File: src/rtl/gates7_selftest_ctrl_if.sv
// Bundle between the self-test controller, system control and the shared 7-gate unit.
// The master drives start and returns the unit results; the slave is the controller.
interface gates7_selftest_ctrl_if;
  logic       start;
  logic       a_o;
  logic       b_o;
  logic [6:0] f_in;
  logic       busy;
  logic       done;
  logic       pass;
  logic [6:0] err_mask;
  logic [3:0] fail_vec;

  modport master (
    output start,
    output f_in,
    input  a_o,
    input  b_o,
    input  busy,
    input  done,
    input  pass,
    input  err_mask,
    input  fail_vec
  );

  modport slave (
    input  start,
    input  f_in,
    output a_o,
    output b_o,
    output busy,
    output done,
    output pass,
    output err_mask,
    output fail_vec
  );
endinterface

File: src/rtl/gates7_selftest_ctrl.sv
// Self-test sequencer for the shared 7-gate unit: walks {a,b} through 00..11,
// waits SETTLE cycles per vector and compares the unit results against a golden model.
module gates7_selftest_ctrl #(
  parameter int SETTLE = 2
) (
  input logic                    clk,
  input logic                    rst,
  gates7_selftest_ctrl_if.slave  bus
);

  localparam logic [3:0] SETTLE_CNT = 4'(SETTLE);

  typedef enum logic [2:0] {
    S_IDLE,
    S_DRIVE,
    S_SETTLE,
    S_CHECK,
    S_FINISH
  } state_t;

  state_t     state;
  logic [1:0] idx;
  logic [3:0] cnt;
  logic       a_r;
  logic       b_r;
  logic       busy_r;
  logic       done_r;
  logic       pass_r;
  logic [6:0] err_r;
  logic [3:0] fail_r;

  logic [6:0] golden;
  logic [6:0] mism;
  logic [6:0] err_next;
  logic [1:0] idx_next;

  // Golden results are derived from the registered a/b the unit is actually seeing.
  always_comb begin
    golden   = {a_r & b_r, a_r | b_r, ~a_r, ~(a_r & b_r), ~(a_r | b_r), a_r ^ b_r, ~(a_r ^ b_r)};
    mism     = bus.f_in ^ golden;
    err_next = err_r | mism;
    idx_next = idx + 2'd1;
  end

  always_ff @(posedge clk or posedge rst) begin
    if (rst) begin
      state  <= S_IDLE;
      idx    <= 2'd0;
      cnt    <= 4'd0;
      a_r    <= 1'b0;
      b_r    <= 1'b0;
      busy_r <= 1'b0;
      done_r <= 1'b0;
      pass_r <= 1'b0;
      err_r  <= 7'd0;
      fail_r <= 4'd0;
    end else begin
      case (state)
        S_IDLE: begin
          a_r    <= 1'b0;
          b_r    <= 1'b0;
          done_r <= 1'b0;
          if (bus.start) begin
            state  <= S_DRIVE;
            idx    <= 2'd0;
            busy_r <= 1'b1;
            pass_r <= 1'b0;
            err_r  <= 7'd0;
            fail_r <= 4'd0;
          end
        end
        S_DRIVE: begin
          cnt <= SETTLE_CNT;
          if (SETTLE_CNT == 4'd0) begin
            state <= S_CHECK;
          end else begin
            state <= S_SETTLE;
          end
        end
        S_SETTLE: begin
          cnt <= cnt - 4'd1;
          if (cnt <= 4'd1) begin
            state <= S_CHECK;
          end
        end
        S_CHECK: begin
          err_r  <= err_next;
          fail_r <= fail_r | ({3'b000, |mism} << idx);
          if (idx != 2'd3) begin
            // Next vector is presented on the same edge so DRIVE already sees it.
            idx   <= idx_next;
            a_r   <= idx_next[1];
            b_r   <= idx_next[0];
            state <= S_DRIVE;
          end else begin
            a_r    <= 1'b0;
            b_r    <= 1'b0;
            done_r <= 1'b1;
            pass_r <= (err_next == 7'd0);
            state  <= S_FINISH;
          end
        end
        S_FINISH: begin
          done_r <= 1'b0;
          busy_r <= 1'b0;
          state  <= S_IDLE;
        end
        default: begin
          state  <= S_IDLE;
          busy_r <= 1'b0;
          done_r <= 1'b0;
          a_r    <= 1'b0;
          b_r    <= 1'b0;
        end
      endcase
    end
  end

  assign bus.a_o      = a_r;
  assign bus.b_o      = b_r;
  assign bus.busy     = busy_r;
  assign bus.done     = done_r;
  assign bus.pass     = pass_r;
  assign bus.err_mask = err_r;
  assign bus.fail_vec = fail_r;

endmodule

File: src/flat_wrapper.sv
// flat-port wrapper written by rule: the top's interface ports become plain ports
module gates7_selftest_ctrl_flat 
#(
  parameter int SETTLE = 2
)
  (clk, rst, bus_start, bus_f_in, bus_a_o, bus_b_o, bus_busy, bus_done, bus_pass, bus_err_mask, bus_fail_vec);
  gates7_selftest_ctrl_if bus_i ();
  input logic clk;
  input logic rst;
  input wire logic [$bits(bus_i.start)-1:0] bus_start;
  input wire logic [$bits(bus_i.f_in)-1:0] bus_f_in;
  output wire logic [$bits(bus_i.a_o)-1:0] bus_a_o;
  output wire logic [$bits(bus_i.b_o)-1:0] bus_b_o;
  output wire logic [$bits(bus_i.busy)-1:0] bus_busy;
  output wire logic [$bits(bus_i.done)-1:0] bus_done;
  output wire logic [$bits(bus_i.pass)-1:0] bus_pass;
  output wire logic [$bits(bus_i.err_mask)-1:0] bus_err_mask;
  output wire logic [$bits(bus_i.fail_vec)-1:0] bus_fail_vec;
  assign bus_i.start = bus_start;
  assign bus_i.f_in = bus_f_in;
  assign bus_a_o = bus_i.a_o;
  assign bus_b_o = bus_i.b_o;
  assign bus_busy = bus_i.busy;
  assign bus_done = bus_i.done;
  assign bus_pass = bus_i.pass;
  assign bus_err_mask = bus_i.err_mask;
  assign bus_fail_vec = bus_i.fail_vec;
  gates7_selftest_ctrl #(.SETTLE(SETTLE)) u_core (.clk(clk), .rst(rst), .bus(bus_i));
endmodule
File: config.mk
export PLATFORM = sky130hd
export DESIGN_NAME = gates7_selftest_ctrl_flat
export DESIGN_NICKNAME = d
export VERILOG_FILES = /design/src/rtl/gates7_selftest_ctrl_if.sv /design/src/rtl/gates7_selftest_ctrl.sv /design/src/flat_wrapper.sv
export SDC_FILE = /design/constraint.sdc
export NUM_CORES = 1
export LEC_CHECK = 0
export CAP_MARGIN = 15
export CORE_MARGIN = 2
export CORE_UTILIZATION = 54
export DETAILED_ROUTE_END_ITERATION = 10
export PLACE_DENSITY = 0.83
export SETUP_SLACK_MARGIN = 0.5
export SLEW_MARGIN = 15
export SYNTH_ARGS = -nofsm -noshare
export SYNTH_HDL_FRONTEND = slang
export SYNTH_SLANG_ARGS = --single-unit
export TNS_END_PERCENT = 100
File: constraint.sdc
create_clock -name clk -period 2.8 [get_ports clk]
set_input_delay 0.56 -clock clk [delete_from_list [all_inputs] [get_ports clk]]
set_output_delay 0.56 -clock clk [all_outputs]
set_load 0.02 [all_outputs]
# Word-level counts from Yosys, hierarchy flattened
# Index checks and enable logic that the tools add are counted.
word_totals:
  input_bits: 10
  reg_bits: 25
  output_inout_bits: 16
  elab_cells: 72
classes:
  muxes: 23
  n_eq_ne: 9
  shifts: 1
  order_cmp: 1
  n_bitwise: 12
  add_sub_neg: 2
  n_reduce_logical: 14
ops:
  columns: ["op", "n"]
  rows:
  - ["4-bit case mux with 2 select lines", 2]
  - ["7-bit case mux with 2 select lines", 1]
  - ["3-bit case mux with 4 select lines", 1]
  - ["1-bit case mux with 2 select lines", 5]
  - ["3-bit 2-to-1 mux", 3]
  - ["2-bit AND reduction", 4]
  - ["7-bit zero test", 1]
  - ["7-bit 2-to-1 mux", 1]
  - ["7-bit OR", 1]
  - ["7-bit OR reduction", 1]
  - ["7-bit XOR", 1]
  - ["3-bit by 2-bit equality test with 1-bit output (second input constant)", 2]
  - ["1-bit 2-to-1 mux", 6]
  - ["2-bit inequality test (second input constant)", 3]
  - ["1-bit inverter", 6]
  - ["3-bit AND reduction", 2]
  - ["3-bit OR reduction", 2]
  - ["4-bit by 1-bit <= comparator with 1-bit output (second input constant)", 1]
  - ["2-bit 2-to-1 mux", 2]
  - ["4-bit 2-to-1 mux", 1]
  - ["2-bit by 1-bit inequality test with 1-bit output (second input constant)", 2]
  - ["4-bit OR", 1]
  - ["2-bit case mux with 2 select lines", 1]
  - ["2-bit nonzero test", 2]
  - ["10 further kinds", 10]

# Depth between registers and ports, before layout
# Gate-level depths: netlist (run 1).
logic_depth:
  depth_word: 7
  depth_mapped: 6
  mapped_depth_nobuf: 6

# Least setup slack after synthesis (run 1)
# Ideal clock, no wire load.
synth_path:
  path_type: "register to register"
  startpoint: "reg u_core.a_r, in the netlist u_core.bus.a_o"
  endpoint: "reg u_core.fail_r[0], in the netlist u_core.bus.fail_vec[0]"
  path_slack_ns: 1.023
  arrival_ns: 1.638
  setup_time_ns: 0.139
  path_buffers: 0
  synth_period_minus_slack_ns: 1.777
  stages_incl_launch_ff: 7
  required_ns: 2.661
  path_cell_list: "dfrtp_1 inv_1 ha_1 nor3b_1 o22ai_1 nor3_1 o21ai_0"
synth_between:
  elab_chain_len: 7
  elab_cells_between_ends: 12
  cone_classes: "shift: 1; mux: 1; bitwise: 9; reduce/logical: 1"
synth_rtl:
  columns: ["element", "line_no", "source"]
  rows:
  - ["start, declared", "gates7_selftest_ctrl.sv:24", "logic a_r;"]
  - ["start signal, assigned", "gates7_selftest_ctrl.sv:92", "a_r <= idx_next[1];"]
  - ["1-bit XOR (tied with other cells)", "gates7_selftest_ctrl.sv:39", "golden = {a_r & b_r, a_r | b_r, ~a_r, ~(a_r & b_r), ~(a_r | b_r), a_r ^ b_r, ~(a_r ^ b_r)};"]
  - ["1-bit inverter", "gates7_selftest_ctrl.sv:39", null]
  - ["7-bit XOR *", "gates7_selftest_ctrl.sv:40", "mism = bus.f_in ^ golden;"]
  - ["7-bit OR reduction *", "gates7_selftest_ctrl.sv:88", "fail_r <= fail_r | ({3'b000, |mism} << idx);"]
  - ["1-bit by 2-bit << shifter with 4-bit output *", "gates7_selftest_ctrl.sv:88", null]
  - ["4-bit OR *", "gates7_selftest_ctrl.sv:88", null]
  - ["4-bit case mux with 2 select lines *", "gates7_selftest_ctrl.sv:58", "case (state)"]
  - ["end signal, assigned", "gates7_selftest_ctrl.sv:88", null]
  - ["end, declared", "gates7_selftest_ctrl.sv:30", "logic [3:0] fail_r;"]
# Every way passes the cells marked *; elsewhere a longest branch is shown, timed or not.
# A chain may end at the register's enable or synchronous reset.

# Worst setup path in the final report (run 1)
layout_path:
  startpoint: "reg u_core.a_r, in the netlist u_core.bus.a_o"
  endpoint: "out bus_a_o"
layout_rtl:
  columns: ["element", "line_no", "source"]
  rows:
  - ["end, declared", "flat_wrapper.sv:12", "output wire logic [$bits(bus_i.a_o)-1:0] bus_a_o;"]
# No word-level cell between the ends.

==> flow_metrics.py, run 1 <==
metrics = {
    "status": {
        "outcome": "finished, final reports clean",
    },
    "floorplan": {
        "core-area_sq_um": 2280,
        "num_io_pins": 26,
        "chipHeight_microns": 53.6,
        "rows": 17,
        "initial_core_util_pct": 58.3,
        "die-area_sq_um": 2870,
        "die_w_microns": 53.6,
    },
    "drt": {
        "antenna_left": 0,
        "vias": 1098,
        "drtIter0Drc": 25,
        "drtPass1Iterations": 4,
        "wirelength_mm": 2.80,
        "drc": 0,
        "wire_per_inst_microns": 14.5,
        "viasPerCell": 5.69,
    },
    "logic_synthesis": {
        "ys_types": 33,
        "ys_warn_count": 0,
        "yosysTopAreaCell": "dfrtp_1",
        "netlist_area_sq_um": 1330,
        "syn_area_per_cell_sq_um": 9.41,
        "synth_edf_count": 0,
        "synth_nets": 156,
        "ys_seq_elements": 25,
        "synth_top_area_share_pct": 47.2,
        "ys_seq_area_share_pct": 47.2,
        "synthArstFlopShare_pct": 100,
        "synth_ff_type": "dfrtp_1",
        "synthTopCellsByArea": "dfrtp_1 47%, a21oi_1 5.3%, ha_1 4.7%",
        "syn_inst": 141,
    },
    "layout": {
        "areaGrowthSynthToFinish_pct": 20.2,
        "nNetsFinal": 181,
        "num_antenna_cells": 0,
        "regArea_sq_um": 626,
        "drive_gt1_share_pct": 3.03,
        "multi_input_area_sq_um": 623,
        "num-fill-cells": 188,
    },
    "sta": {
        "slew_viol_final": 0,
        "rsz0062_at_grt": "no",
        "period_share_pct": 73.0,
        "worst_slack_ps": 756,
        "fin_worst_skew_ps": 3.87,
        "worst_pin_slew_ps": 750,
        "hold_violations": 0,
        "tns_ps": 0,
        "relSlewSlack_pct": 49.8,
        "setup_viol": 0,
        "max_freq_mhz": 489,
        "fin_crit_ps": 2040,
    },
    "placed_design": {
        "pre_cts_slack_ps": 649,
        "hpwl_mm": 2.18,
        "place_congestion": 0.823,
        "port_buffers": 25,
    },
    "clocking": {
        "clock-sinks": 25,
        "tritoncts": "built",
        "htree_levels": 1,
        "cts.path.max_buffers": 2,
        "cts_hold_buf": 0,
        "root_buffer": "clkbuf_4",
        "post_cts_buffers": 0,
        "cts_resized": 0,
        "cts.reportedPaths.clkPinSlew_ps": 130,
        "clk_latency_ps": 330,
        "numCtsBuffers": 3,
    },
    "setup_path": {
        "critical-path-top-delay-family": "buffers and inverters",
        "slowest_stage": "clkdlybuf4s50_1",
        "critPathRequiredTime_ps": 2240,
        "critPathLaunchType": "register",
        "cp_slowest_stage_delay_ps": 660,
        "path_cells": "clkdlybuf4s50_1",
        "cp.arrival_ps": 1480,
        "critPathBufInv": 1,
        "worst_setup_path_end_kind": "primary output",
        "path_class": "reg -> out",
        "critPathMaxFanout": 6,
    },
    "grt": {
        "use_met2_pct": 41.4,
        "first_global_vias": 1094,
        "grt_use_met3_pct": 5.83,
        "grt-ovfl-total": 0,
        "top_usage_layer": "met2",
        "grt_first_pass_wirelength_mm": 4.77,
        "use_met1_pct": 28.5,
        "grt_max_degree": 26,
        "grt_use_total_pct": 23.1,
        "antenna_found_initial": 0,
    },
    "power": {
        "peakVddDrop_uv": 671,
        "powerDensity_nw_per_um2": 1060,
        "p_leak_uw": 0.000705,
    },
    "hold_path": {
        "hold_class": "reg -> reg",
    },
    "flow_run": {
        "cap_viol_max_count": 0,
    },
}
## stage by stage
stage                     util [%]  power [uW]  area, sq um  std cells  hold slack (ps)
after floorplan                  -        1240         1330        141              512
after global placement        68.9        1490         1570        189              463
after detailed placement      68.9        1540         1570        189              469
after CTS                     70.0        1700         1590        193              503
after global routing          70.0        1820         1590        193              531
final                         70.0        1690         1590        193              502
## layer usage
| metal | vias up | wire, microns | part of all wire [%] |
|---|---|---|---|
| li1 | 544 | - | - |
| met1 | 522 | 1240 | 44 |
| met2 | 29 | 1430 | 51 |
| met3 | 3 | 101 | 3.6 |
| met4 | 0 | 25 | 0.89 |
| met5 | - | 0 | 0 |
## where the power goes
group	leakage (uW)	switching [uW]	total (uW)	internal (uW)
Combinational	0.000371	462	862	400
Clock	0.0000150	105	161	56.0
Sequential	0.000319	172	670	498
## final cells by class
cell class,instances,share of cell area [%]
multi-input combinational,103,39.1
timing repair buffer,26,16.2
sequential,25,39.2
clock buffer,4,1.65
inverter,7,1.65
tap,28,2.20
## state kept, by name, indices dropped and copies added, names as in the netlist
register and cells:
u_core.cnt 4, u_core.bus.a_o 1, u_core.bus.b_o 1, u_core.bus.err_mask 7, u_core.state 3, u_core.bus.fail_vec 4
u_core.bus.busy 1, u_core.bus.done 1, u_core.idx 2, u_core.bus.pass 1
## Yosys cell counts, types with 3 or more instances
cell and count:
nor3_1 7, and3b_1 3, a21oi_1 14, buf_6 3, nand3_1 4, xnor2_1 4, xor2_1 4, ha_1 5
o21ai_0 12, dfrtp_1 25, nor2_1 16, nand2_1 11, inv_1 7
## kinds of logic (layout without fill, tap and decap cells)
logic type      after synthesis  after routing  synth area share [%]
flops                        25             25                  47.2
simple gates                 52             52                  19.8
buf+inv                      13             37                  5.85
mux                           1              1                 0.755
xor+xnor                      8              8                  5.28
fa+ha+maj                     5              5                  4.72
compound gates               37             37                  16.4
## cell usage in the layout, fill, tap and decap left out, types with 3 or more instances in the layout
master / Yosys / final
xnor2_1: 4 / 4
inv_1: 7 / 7
nand2_1: 11 / 11
o21ai_0: 12 / 12
nand3_1: 4 / 4
nor2_1: 16 / 16
a21oi_1: 14 / 14
clkbuf_4: 0 / 3
ha_1: 5 / 5
nor3_1: 7 / 7
and3b_1: 3 / 3
clkdlybuf4s50_1: 0 / 25
dfrtp_1: 25 / 25
xor2_1: 4 / 4
## path summary, 6_finish.rpt
check                                  startpoint                endpoint  slack (ps)  depth (start not counted)
max                                u_core.bus.a_o                 bus_a_o         760                          1
min                        u_core.bus.fail_vec[2]  u_core.bus.fail_vec[2]         500                          2
max reg2reg                        u_core.bus.a_o  u_core.bus.fail_vec[0]         810                          6
max in group asynchronous                     rst  u_core.bus.err_mask[0]        2000                          3
min reg2reg                u_core.bus.fail_vec[2]  u_core.bus.fail_vec[2]         500                          2
min in group asynchronous                     rst  u_core.bus.err_mask[5]         560                          3
(Power assumes the default switching activity.)
==> run 2, diff against run 1 <==
- CORE_UTILIZATION: 54 -> 46
- PLACE_DENSITY: 0.83 -> 0.75
- clock period: 2.8 -> 1.7 ns (I/O delays scaled with it)
==> run 2 against run 1 <==
  * Total power up 140%
  * Clock skew is 1.5 ps higher
  * Combinational power rose to 3.1 times the previous value
  * Wire length is 52% higher
  * Worst setup slack lost 630 ps
  * Die area is 16% higher
  * Design area up 36%
  * Clock-buffer cell count is the same
==> flow_metrics.py, run 2 (synthesized netlist as in run 1, its figures left out) <==
metrics = {
    "sta": {
        "max_freq_mhz": 637,
        "fin_worst_skew_ps": 5.40,
        "setup_viol": 0,
        "rsz0062_at_grt": "yes",
        "worst_slack_ps": 131,
        "period_share_pct": 92.3,
        "hold_violations": 0,
        "worst_pin_slew_ps": 403,
        "relSlewSlack_pct": 72.9,
        "slew_viol_final": 0,
        "fin_crit_ps": 1570,
        "holdWs_ps": 357,
    },
    "setup_path": {
        "critPathMaxFanout": 5,
        "critPathRequiredTime_ps": 1910,
        "slowest_stage": "dfrtp_2",
        "critPathLaunchType": "register",
        "path_cells": "inv_2, ha_4, and3b_1, o22ai_2, nor3_2, buf_4, o21ai_1",
        "path_class": "reg -> reg",
        "critical-path-top-delay-family": "flip-flops",
        "critPathBufInv": 2,
        "cp.arrival_ps": 1780,
        "worst_setup_path_end_kind": "register",
        "cp_slowest_stage_delay_ps": 450,
    },
    "power": {
        "p_leak_uw": 0.00101,
        "p_comb_share_pct": 66.3,
        "peakVddDrop_uv": 1560,
        "powerDensity_nw_per_um2": 1840,
        "seq_power_share_pct": 27.3,
        "p_switching_uw": 1680,
        "power.share.clock_pct": 6.4,
        "swShare_pct": 41.9,
        "internal-power_uw": 2330,
    },
    "floorplan": {
        "core-area_sq_um": 2760,
        "initial_core_util_pct": 48.1,
        "die-area_sq_um": 3330,
        "rows": 19,
        "num_io_pins": 26,
        "die_w_microns": 57.7,
        "chipHeight_microns": 57.7,
    },
    "layout": {
        "areaGrowthSynthToFinish_pct": 63.9,
        "layout.cells.most_common": "buf_4",
        "num_antenna_cells": 0,
        "num-fill-cells": 152,
        "largest_reg_flops": 7,
        "nNetsFinal": 224,
        "final_util_pct": 78.8,
        "drive_gt1_share_pct": 48.1,
        "mostFrequentLayoutCells": "38 x buf_4, 18 x buf_6, 18 x dfrtp_1, 12 x a21oi_1, 12 x nor2_1",
    },
    "drt": {
        "vias": 1344,
        "viasPerCell": 5.62,
        "wirelength_mm": 4.25,
        "drtIter0Drc": 40,
        "antenna_left": 0,
        "wire_per_inst_microns": 17.8,
        "drtPass1Iterations": 4,
        "drc": 0,
    },
    "clocking": {
        "numCtsBuffers": 3,
        "cts.path.max_buffers": 2,
        "cts.reportedPaths.clkPinSlew_ps": 130,
        "clk_latency_ps": 310,
        "root_buffer": "clkbuf_4",
        "cts_hold_buf": 0,
        "clock-sinks": 25,
        "htree_levels": 1,
        "tritoncts": "built",
    },
    "placed_design": {
        "place_congestion": 0.774,
        "hpwl_mm": 2.15,
        "port_buffers": 25,
        "pre_cts_slack_ps": -1.88,
    },
    "grt": {
        "grt_max_degree": 26,
        "grt-ovfl-total": 0,
        "antenna_found_initial": 0,
        "grt_first_pass_wirelength_mm": 5.37,
        "grt_use_total_pct": 20.7,
        "first_global_vias": 1235,
    },
    "hold_path": {
        "hold_class": "in -> async",
    },
    "flow_run": {
        "cap_viol_max_count": 0,
    },
    "status": {
        "outcome": "finished, final reports clean",
    },
}
[run 2: cell types whose count changed in the layout (fill, tap and decap cells not counted), moves of 5 or more]
cell | previous run | this run
buf_4 | 1 | 38
buf_6 | 0 | 18
clkdlybuf4s50_1 | 25 | 9
dfrtp_1 | 25 | 18
dfrtp_2 | 0 | 7
nor3_1 | 7 | 2
o21ai_0 | 12 | 4
o21ai_1 | 0 | 8
[run 2: tightest hold or removal path: cells and delay by family]
family / cells / cell delay, ps
buf+inv: 3 / 740
[run 2: layout make-up]
cell class,instances,area (sq um),area share [%]
clock buffers,4,26.3,1.21
repair buffers,69,643,29.6
well taps,31,38.8,1.78
inverters,7,30.0,1.38
flip-flops and latches,25,634,29.2
multi-input cells,103,801,36.8
[run 2: final timing paths]
check	endpoint	from	depth (start not counted)	slack [ps]
min reg2reg	u_core.idx[0]	u_core.idx[0]	1	550
min in group clk	u_core.idx[0]	u_core.idx[0]	1	550
max	u_core.bus.fail_vec[0]	u_core.bus.a_o	7	130
max reg2reg	u_core.bus.fail_vec[0]	u_core.bus.a_o	7	130
min	u_core.bus.fail_vec[0]	rst	3	360
max in group asynchronous	u_core.state[1]	rst	3	1080
[run 2: repair_timing]
action / CTS / global route
cloned: 0 / 1
setup buffers: 16 / 22
gates resized for setup: 102 / 36
pin swaps: 8 / 11
endpoints found under the setup margin: 35 / 38
[run 2: power groups by stage]
stage	Sequential (uW)	Combinational, uW	Clock, uW
after global routing	1120	2830	285
after global placement	1060	1510	0
after detailed placement	1070	1570	0
after CTS	1050	1910	266
after floorplan	1190	927	0
final	1090	2660	258
[run 2: metal layers]
| layer | vias up | GRT usage [%] | part of all wire, % |
|---|---|---|---|
| met5 | - | 0 | 0 |
| met3 | 6 | 5.58 | 5.9 |
| li1 | 624 | - | - |
| met1 | 663 | 26.1 | 40 |
| met2 | 51 | 35.6 | 54 |
| met4 | 0 | 4.98 | 0.64 |
[run 2: stage by stage]
step / std cells / cell area, sq um / setup TNS (ps) / total power [uW]
after global placement: 196 / 1630 / 0 / 2570
after detailed placement: 196 / 1630 / -1.88 / 2640
after CTS: 216 / 1840 / 0 / 3240
after global routing: 239 / 2170 / 0 / 4230
final: 239 / 2170 / 0 / 4010
after floorplan: 141 / 1360 / 0 / 2120
==> RTL change 1, RTL diff (config.mk and constraints of run 1) <==
Encoding of `state_t`: now one-hot (5 bits for 5 states).
--- a/src/rtl/gates7_selftest_ctrl.sv
+++ b/src/rtl/gates7_selftest_ctrl.sv
@@ -11,10 +11,10 @@
   localparam logic [3:0] SETTLE_CNT = 4'(SETTLE);
 
-  typedef enum logic [2:0] {
-    S_IDLE,
-    S_DRIVE,
-    S_SETTLE,
-    S_CHECK,
-    S_FINISH
+  typedef enum logic [4:0] {
+    S_IDLE   = 5'b00001,
+    S_DRIVE  = 5'b00010,
+    S_SETTLE = 5'b00100,
+    S_CHECK  = 5'b01000,
+    S_FINISH = 5'b10000
   } state_t;
 
Check against the original RTL: same outputs for any inputs over 10 cycles, from zero or initial values and one cycle with rst high; not proved beyond that.
==> RTL change 1 against run 1 <==
Cell area grew 7.0%; routed wire length is 4.4% higher; sequential cell count is 2 higher; setup slack gained 69 ps; critical path type is now flop to flop; count of clock-buffer cells in the layout is 1 lower; largest cell class is now multi-input gates; area after synthesis grew 7.3%.
Power is not compared: it rests on default switching activity, and its combinational part moved more than twofold at a synthesized area within 25%.
==> RTL change 1: results <==
[yosys]
ys_top_cells_by_area = "dfrtp_1 46%, a22o_1 4.9%, ha_1 4.4%"
synth.area.mux_share = 0.00704
yosysSeqAreaShare = 0.476
syn_nets = 153
synth-xor-area-share = 0.0493
synth_compound_area_frac = 0.193

[timing]
tightest_slew_ps = 769
hold-worst-slack_ps = 513

[drt]
drt-met1-wl_um = 1200
vias = 1165
dr_wl_met2_um = 1550
met3_wirelength_um = 147
wl_per_cell_um = 15.2

[placement]
gp_congestion = 0.759
dpl.hpwl_um = 2250
dpl-instance-area_sq_um = 1680

[min_path]
hold_path_depth = 1

[setup_path]
critPathMaxFanout = 5
reg2reg_setup_slack_ps = 830
crit_arrival_ps = 2210
reg2reg_to = "u_core.bus.fail_vec[2]$_DFFE_PP0P_"

[status]
status = "finished, final reports clean"

[finish]
nets = 179

[global_route]
first_global_vias = 1123
grt_max_degree = 28
grt.total_usage = 0.200

[clocking]
path_clk_slew_ps = 150
## RTL change 1: power groups by stage
stage / clock network [mW] / logic [mW] / registers (mW)
after global routing: 0.191 / 0.451 / 0.542
after floorplan: 0 / 0.286 / 0.546
final: 0.174 / 0.410 / 0.533
after global placement: 0 / 0.392 / 0.532
after CTS: 0.178 / 0.412 / 0.530
after detailed placement: 0 / 0.411 / 0.537
## RTL change 1: cell families after synthesis
group	count (synthesis)
AOI/OAI and AO/OA	38
buffers and inverters	11
muxes	1
xor gates and xnor gates	8
and+or+nand+nor	48
adders and majority gates	5
DFF	27
## RTL change 1: per-stage QoR
stage / setup slack [ps] / cells
after detailed placement: 503 / 189
after floorplan: 886 / 138
final: 825 / 193
after CTS: 814 / 193
after global placement: 549 / 189
after global routing: 686 / 193
## RTL change 1: layout make-up
cell class	instances	area, sq um
fillers	204	772
multi-input cells	100	681
inverters	6	22.5
flip-flops and latches	27	677
repair buffers	26	258
clock buffers	3	22.5
well taps	30	37.5
clock inverters	1	7.51
## RTL change 1: metal layers
metal,track usage,vias up
met5,0,-
met4,0.0871,0
met3,0.0281,4
met2,0.349,34
met1,0.244,579
li1,-,548
## RTL change 1: worst max-delay path by stage
| stage | depth (start not counted) | end | slack, ps | from |
|---|---|---|---|---|
| floorplan | 6 | u_core.bus.fail_vec[2]$_DFFE_PP0P_ | 890 | u_core.bus.a_o$_DFFE_PP0N_ |
| global placement | 5 | u_core.bus.fail_vec[2]$_DFFE_PP0P_ | 550 | bus_f_in[5] |
| detailed placement | 5 | u_core.bus.fail_vec[2]$_DFFE_PP0P_ | 500 | bus_f_in[5] |
| CTS | 6 | u_core.bus.fail_vec[2]$_DFFE_PP0P_ | 810 | u_core.bus.a_o$_DFFE_PP0N_ |
| global route | 4 | u_core.bus.b_o$_DFFE_PP0N_ | 690 | u_core.state[2]$_DFFE_PP0P_ |
| finish | 6 | u_core.bus.fail_vec[2]$_DFFE_PP0P_ | 830 | u_core.bus.a_o$_DFFE_PP0N_ |
## RTL change 1: worst max-delay path, stage by stage (launching register included)
cell	delay, ps
dfrtp_1	450
inv_1	70
ha_1	240
or3b_2	470
o21ai_0	100
o2111ai_1	250
a32o_1	320
==> RTL change 2, RTL diff (settings of run 1) <==
Without the edit above. Make the reset (`rst`) synchronous in one clocked block.
--- a/src/rtl/gates7_selftest_ctrl.sv
+++ b/src/rtl/gates7_selftest_ctrl.sv
@@ -43,5 +43,5 @@
   end
 
-  always_ff @(posedge clk or posedge rst) begin
+  always_ff @(posedge clk) begin
     if (rst) begin
       state  <= S_IDLE;
Behaviour: differs if rst is asserted again (counterexample within 4 cycles, from zero or initial values and one cycle with rst high); with rst held inactive, the same outputs for 10 cycles.
==> RTL change 2 against run 1 <==
Area after synthesis up 3.3%; critical path depth is the same; routed wire length grew 1.2%; cell area rose by 2.9%; sequential cell count did not move; final cell count rose by 2.6%; setup slack better by 32 ps.
Power is not compared: it rests on default switching activity, and its combinational part moved more than twofold at a synthesized area within 25%.
==> RTL change 2: results <==
[status]
status = "finished, final reports clean"

[clocking]
clockBufferDepth = 2
cts_setup_buffers = 0
numCtsBuffers = 3
root_buffer = "clkbuf_4"
clock_latency_ps = 310
cts_resized = 0
ctsHtreeMaxLevel = 1
path_clk_slew_ps = 140

[setup_path]
crit_family = "buffers and inverters"
cp_slowest_cell = "clkdlybuf4s50_1"
slowest_delay_ps = 650
reg2reg_to = "u_core.idx[0]$_SDFFE_PP0P_"
worstSetupStartpoint = "u_core.bus.a_o$_SDFFE_PP0N_"
critPathMaxFanout = 7
rr_worst_depth = 4
crit_arrival_ps = 1450
reg2reg_setup_slack_ps = 910
crit_end = "bus_a_o"
r2r_start = "u_core.state[1]$_SDFFE_PP0P_"

[finish]
largest_reg_flops = 7
diodes = 0
drive_above_1_share = 0.0952
nets = 184
nFillCells = 205

[yosys]
ys_warn_count = 0
yosysSeqAreaShare = 0.365
ys_top_cells_by_area = "dfxtp_1 37%, nor2_1 4.7%, ha_1 4.6%"
synth.avg_cell_area_sq_um = 9.38
syn_nets = 161
async_flop_share = 0
ys_types = 55
ys_top_cells_by_count = "25 x dfxtp_1, 17 x nor2_1, 7 x a22oi_1, 6 x a21oi_1"

[global_route]
first_global_vias = 1031
grt_pass1_wl_um = 4570
grt_max_degree = 22
grt.total_usage = 0.212
antenna_found_initial = 0

[placement]
gp_congestion = 0.787
portBuffers = 25
dpl.hpwl_um = 2120
dp_cells = 194

[drt]
vias = 1125
wl_um = 2840
first_iter_violations = 20
vias_per_cell = 5.68
dr.pass1.iters = 4

[power_and_ir_drop]
p_leak_nw = 0.608
vdd_drop_max_v = 0.000377

[min_path]
hold_path_depth = 2
hold_start = "u_core.bus.busy$_SDFFE_PP0P_"
hp-class = "flop to flop"

[timing]
drv_slew = 0
clock_skew_ps = 7.75
tightest_slew_ps = 688
## RTL change 2: worst min-delay path by stage
stage | end | slack, ps
after detailed placement | u_core.bus.busy$_SDFFE_PP0P_ | 450
after global routing | u_core.bus.pass$_SDFFE_PP0P_ | 490
final | u_core.bus.busy$_SDFFE_PP0P_ | 470
after floorplan | u_core.idx[1]$_SDFFE_PP0P_ | 490
after global placement | u_core.bus.busy$_SDFFE_PP0P_ | 450
after CTS | u_core.bus.busy$_SDFFE_PP0P_ | 470
## RTL change 2: cell families (layout without fill, tap and decap cells)
group	after synthesis	in the layout	synth area share
XOR/XNOR	6	6	0.0384
adder cells (fa/ha/maj)	5	5	0.0457
flip-flops	25	25	0.365
multiplexers	5	5	0.0493
buffers and inverters	14	36	0.0539
AO/OA/AOI/OAI	36	36	0.192
AND/OR/NAND/NOR	55	55	0.256
## RTL change 2: routing by layer
metal	share of wire	wire length (um)	global-route usage	vias to the layer above
li1	-	-	-	574
met1	0.45	1260	0.274	535
met2	0.52	1470	0.363	14
met3	0.030	86	0.0246	2
met4	0.0042	12	0.0708	0
met5	0	0	0	-
## RTL change 2: cell type report
cell class,count,area (sq um),area share
multi-input combinational,107,796,0.485
sequential,25,500,0.305
timing repair buffer,26,258,0.157
tap,30,37.5,0.0229
clock buffer,4,26.3,0.0160
inverter,6,22.5,0.0137
## RTL change 2: through the flow
step           setup slack (ps)  power, mW  instance area (sq um)  utilization  hold WS (ps)
3_5_place_dp                702      0.635                   1610        0.664           451
2_1_floorplan               990      0.588                   1370            -           490
3_3_place_gp                772      0.627                   1610        0.664           447
4_1_cts                     776      0.792                   1640        0.674           473
6_report                    789      0.788                   1640        0.674           472
5_1_grt                     736      0.834                   1640        0.674           493
## RTL change 2: worst reg2reg max path, delay by kind of cell, from the launching register on
kind / cells / cell delay, ps
AOI/OAI and AO/OA: 1 / 150
DFF: 1 / 790
and+or+nand+nor: 3 / 900
## RTL change 2: power by group
| part | internal (mW) | switching [mW] |
|---|---|---|
| Clock | 0.0556 | 0.106 |
| Combinational | 0.102 | 0.0929 |
| Sequential | 0.380 | 0.0518 |
